## config.mk

```make
export PLATFORM = sky130hd
export DESIGN_NAME = regfile_sb
export DESIGN_NICKNAME = d
export VERILOG_FILES = /design/src/rtl/regfile_sb.sv
export SDC_FILE = /design/constraint.sdc
export NUM_CORES = 2
export LEC_CHECK = 0
export BUFFER_PORTS_ARGS = -buffer_cell sky130_fd_sc_hd__buf_2
export CORE_ASPECT_RATIO = 1.75
export CORE_MARGIN = 2
export CORE_UTILIZATION = 25
export CTS_CLUSTER_SIZE = 16
export DETAILED_ROUTE_END_ITERATION = 10
export SYNTH_ARGS = -nofsm -noshare
export SYNTH_HDL_FRONTEND = slang
export SYNTH_SLANG_ARGS = --single-unit
```

## constraint.sdc

```tcl
create_clock -name clk_i -period 48.7 [get_ports clk_i]
set_clock_uncertainty 0.15 [all_clocks]
set_input_delay 14.61 -clock clk_i [delete_from_list [all_inputs] [get_ports clk_i]]
set_output_delay 14.61 -clock clk_i [all_outputs]
set_load 0.005 [all_outputs]
```

## src/rtl/regfile_sb.sv

```systemverilog
// Integer register file with a load scoreboard: execute write port A, load write-back port B
// with RISC-V load extension, combinational bypass, and per-register pending-load tracking.
module regfile_sb #(
    parameter int unsigned XLEN = 32,
    parameter int unsigned NREG = 32,
    parameter int unsigned NRP  = 2,
    localparam int unsigned AW  = $clog2(NREG),
    localparam int unsigned CW  = $clog2(NREG + 1)
) (
    input  logic                  clk_i,
    input  logic                  rst_i,
    input  logic [NRP*AW-1:0]     rd_addr_i,
    output logic [NRP*XLEN-1:0]   rd_data_o,
    output logic [NRP-1:0]        rd_busy_o,
    input  logic                  wa_en_i,
    input  logic [AW-1:0]         wa_addr_i,
    input  logic [XLEN-1:0]       wa_data_i,
    input  logic                  wb_en_i,
    input  logic [AW-1:0]         wb_addr_i,
    input  logic [XLEN-1:0]       wb_data_i,
    input  logic [2:0]            wb_funct3_i,
    input  logic                  iss_en_i,
    input  logic [AW-1:0]         iss_addr_i,
    output logic                  iss_ready_o,
    output logic [NREG-1:0]       busy_o,
    output logic [CW-1:0]         pend_cnt_o,
    output logic                  ld_err_o
);

    logic [XLEN-1:0] regs [NREG];
    logic [XLEN-1:0] wb_ext;
    logic            f3_legal;
    logic            wa_wr;
    logic            wb_wr;
    logic            iss_fire;
    logic            cnt_up;
    logic            cnt_dn;
    logic [NREG-1:0] busy_d;

    // Load data extension selected by funct3; 64-bit-only encodings are illegal at XLEN=32.
    always_comb begin
        wb_ext   = wb_data_i;
        f3_legal = 1'b1;
        case (wb_funct3_i)
            3'b000: wb_ext = XLEN'($signed(wb_data_i[7:0]));
            3'b001: wb_ext = XLEN'($signed(wb_data_i[15:0]));
            3'b010: wb_ext = XLEN'($signed(wb_data_i[31:0]));
            3'b011: f3_legal = (XLEN == 64);
            3'b100: wb_ext = XLEN'(wb_data_i[7:0]);
            3'b101: wb_ext = XLEN'(wb_data_i[15:0]);
            3'b110: begin
                wb_ext   = XLEN'(wb_data_i[31:0]);
                f3_legal = (XLEN == 64);
            end
            default: f3_legal = 1'b0;
        endcase
    end

    always_comb begin
        wa_wr       = wa_en_i && (wa_addr_i != '0);
        wb_wr       = wb_en_i && f3_legal && (wb_addr_i != '0);
        iss_ready_o = !(busy_o[iss_addr_i] && !(wb_wr && (wb_addr_i == iss_addr_i)));
        iss_fire    = iss_en_i && iss_ready_o && (iss_addr_i != '0);
    end

    // Scoreboard next state: clear on load write-back, then set on issue so set wins.
    always_comb begin
        busy_d = busy_o;
        if (wb_wr) begin
            busy_d[wb_addr_i] = 1'b0;
        end
        if (iss_fire) begin
            busy_d[iss_addr_i] = 1'b1;
        end
        cnt_up = iss_fire && !busy_o[iss_addr_i];
        cnt_dn = wb_wr && busy_o[wb_addr_i] && !(iss_fire && (iss_addr_i == wb_addr_i));
    end

    always_ff @(posedge clk_i or posedge rst_i) begin
        if (rst_i) begin
            busy_o     <= '0;
            pend_cnt_o <= '0;
            ld_err_o   <= 1'b0;
        end else begin
            busy_o     <= busy_d;
            pend_cnt_o <= pend_cnt_o + CW'(cnt_up) - CW'(cnt_dn);
            ld_err_o   <= wb_en_i && !f3_legal;
        end
    end

    // Port A is applied last so it wins a same-address collision with port B.
    always_ff @(posedge clk_i or posedge rst_i) begin
        if (rst_i) begin
            for (int i = 0; i < NREG; i++) begin
                regs[i] <= '0;
            end
        end else begin
            if (wb_wr) begin
                regs[wb_addr_i] <= wb_ext;
            end
            if (wa_wr) begin
                regs[wa_addr_i] <= wa_data_i;
            end
        end
    end

    // Read ports with same-cycle bypass of both write ports.
    always_comb begin
        logic [AW-1:0] ra;
        ra        = '0;
        rd_data_o = '0;
        rd_busy_o = '0;
        for (int k = 0; k < NRP; k++) begin
            ra = rd_addr_i[k*AW +: AW];
            if (ra == '0) begin
                rd_data_o[k*XLEN +: XLEN] = '0;
            end else if (wa_wr && (wa_addr_i == ra)) begin
                rd_data_o[k*XLEN +: XLEN] = wa_data_i;
            end else if (wb_wr && (wb_addr_i == ra)) begin
                rd_data_o[k*XLEN +: XLEN] = wb_ext;
            end else begin
                rd_data_o[k*XLEN +: XLEN] = regs[ra];
            end
            rd_busy_o[k] = busy_o[ra] && !(wb_wr && (wb_addr_i == ra));
        end
    end

endmodule

```

==> results.txt <==
GPL Wtd Cong: 0.914
R2R cell count: 15
Mapped Area: 67100 sq um
router iterations before antenna repair: 8
TNS Setup: 0 ns
Max Cap Violations: 0
1st-iter DRT viols: 8884
P_int: 1.98 mW
CTS tree: built
Async SR Flop Fraction: 100%
part of the power in registers: 43.9%
hold_buf cts: 0
Mean Syn Cell Area: 9.60 sq um
highest clock rate: 29.5 MHz
Resized Gates After CTS: 0
RSZ-0062 raised after global routing: false
# IOs: 203
Pins Over Slew Limit: 0
first-pass GRT wire length: 424000 microns
flip-flop and latch count after synthesis: 1063
post-synth cell types: 59
most common cell in the netlist: nand2_1
Critical Path AT: 19.09 ns
switch share: 33.0%
Synth area leaders: dfrtp_1, mux4_2, o21ai_0, nand2_1, mux2i_1
DRC: 0
FF-to-FF End: pend_cnt_o[4]
Chip Height: 689 microns
Syn-to-layout area delta: 11.0%
Tmin final: 33.85 ns
Net count, final: 6699
Rows: 251
core area: 267000 sq um
root buffer cell: clkbuf_16
share of cells above drive strength 1: 18.7%
number of synthesized flops with an enable pin: 0
port bufs: 202
Leakage: 30.1 nW
Post-synth top cells: nand2_1, dfrtp_1, o21ai_0
final hold slack: 0.251 ns
startpoint class of the critical path: input pin
Die X: 395 microns
Post-DRT Antenna Nets: 0
CTS clk-pin slew, worst paths: 0.06 ns
worst reg2reg setup slack: 44.46 ns
register area share after synthesis: 39.7%
Peak VDD IR: 0.0377 mV
routed metal-1 wirelength: 106000 microns
Routed WL per cell: 29.0 microns
PwrDens: 39.8 nW/um^2
Synth Flop Type: dfrtp_1
Slew headroom: 14.6%
slew at the pin closest to its max-slew limit: 1.28 ns
Syn Nets: 7089
vias in the first global route: 58091
worst hold path depth: 0
Clock Sinks: 1063
status: completed
Post-DP HPWL: 174000 microns
postcts setup bufs: 0
power share of the combinational group: 25.7%
Overall Global Routing Usage: 21.1%
pre-CTS WS: 14.91 ns
Starting Density: 25.1%
vias: 60418
critical path endpoint category: primary output
Final Setup Violations: 0
post-layout util: 27.9%
Via density: 5.90
hold_sp: regs[1001]
initial antenna violation count: 33
met3 wire length: 40200 microns
clk_lat worst skew: 0.74 ns
met2 wire length: 129000 microns
cts bufs inserted: 107
PnR worst setup slack: 14.85 ns
Crit Path Class: input pin to primary output
worst min-delay path class: flop to flop
clock share of power: 30.4%
Max FO, Critical Path: 61
final hold violations: 0
grt total ovfl: 0
leading area contributor after synthesis: dfrtp_1
final worst path period share: 69.5%
H-tree lvl count: 3
CTS max path bufs: 3
Routed Wire Length: 297000 microns
Yosys warnings: 0
pin count of the biggest net entering global routing: 168
Yosys top cell area share: 39.7%
Min-Delay Endpoint: regs[1001]
Switching Power: 979 uW
top sig layer: met5
synthesized instance count: 6985
Reg-to-Reg Start: busy_o[22]
Worst EP required: 33.94 ns
die area: 273000 sq um
sequential cells by signal (all words and copies together) (netlist names):
signal / cells
ld_err_o: 1
pend_cnt_o: 6
regs: 1024
busy_o: 32
critical path, cell delays in order:
cell	delay, ns
buf_8	0.53
buf_4	0.89
buf_4	0.86
mux4_2	0.61
mux4_2	0.49
mux2i_1	0.25
nand2_1	0.11
a32o_1	0.36
buf_2	0.16
layout make-up:
class                      instances  area [sq um]
antenna                           12          30.0
sequential                      1063         26600
clock buffer                     154          3120
timing repair buffer             371          2390
tap                             3542          4430
multi-input combinational       5017         37100
inverter                          35           139
clock inverter                    46           613
fill                           27730        192000
metrics by stage:
step	area [sq um]	instances	total power, mW
2_1_floorplan	67100	6985	1.78
3_3_place_gp	70700	10028	2.02
3_5_place_dp	70700	10028	2.06
4_1_cts	74400	10228	2.95
5_1_grt	74400	10231	3.08
6_report	74500	10240	2.96
worst max path at each step:
| stage | startpoint | end | slack (ns) | cells past startpoint |
|---|---|---|---|---|
| CTS | rd_addr_i[2] | rd_data_o[23] | 14.90 | 9 |
| detailed placement | rd_addr_i[2] | rd_data_o[23] | 14.91 | 9 |
| floorplan | rst_i | busy_o[0] | 4.02 | 1 |
| finish | rd_addr_i[2] | rd_data_o[23] | 14.85 | 9 |
| global placement | rd_addr_i[2] | rd_data_o[13] | 14.89 | 9 |
| global route | rd_addr_i[2] | rd_data_o[13] | 14.70 | 9 |
power by group through the flow:
stage / combinational (mW) / clock [mW] / sequential [mW]
final: 0.762 / 0.901 / 1.30
after global routing: 0.826 / 0.936 / 1.31
after CTS: 0.756 / 0.905 / 1.29
after detailed placement: 0.754 / 0 / 1.30
after global placement: 0.732 / 0 / 1.29
after floorplan: 0.563 / 0 / 1.22
layout by cell type, fill, tap and decap left out, drive strengths merged, types with 23 or more instances in the layout:
cell | synthesis | layout
a21oi | 688 | 688
a22o | 24 | 24
a22oi | 80 | 80
a31oi | 23 | 23
a32o | 55 | 55
buf | 202 | 371
clkbuf | 668 | 154
clkinv | 0 | 32
dfrtp | 1063 | 1063
inv | 35 | 36
mux2 | 27 | 27
mux2i | 396 | 396
mux4 | 587 | 587
nand2 | 1073 | 1073
nand3 | 23 | 23
nand4 | 56 | 56
nor2 | 730 | 730
nor3 | 23 | 23
o211ai | 96 | 96
o21ai | 964 | 964
per-layer routing:
| layer | up-vias | GRT usage (%) |
|---|---|---|
| li1 | 24382 | - |
| met4 | 20 | 13.3 |
| met5 | - | 0 |
| met3 | 1187 | 7.06 |
| met1 | 29988 | 26.1 |
| met2 | 4841 | 31.6 |
kinds of logic after synthesis:
| logic type | share of synthesized area (%) |
|---|---|
| flops | 39.7 |
| compound gates | 16.4 |
| buf+inv | 5.55 |
| xor+xnor | 0.392 |
| fa+ha+maj | 0.142 |
| mux | 26.1 |
| simple gates | 11.8 |
Note: power is estimated with default switching activity, not from simulation.
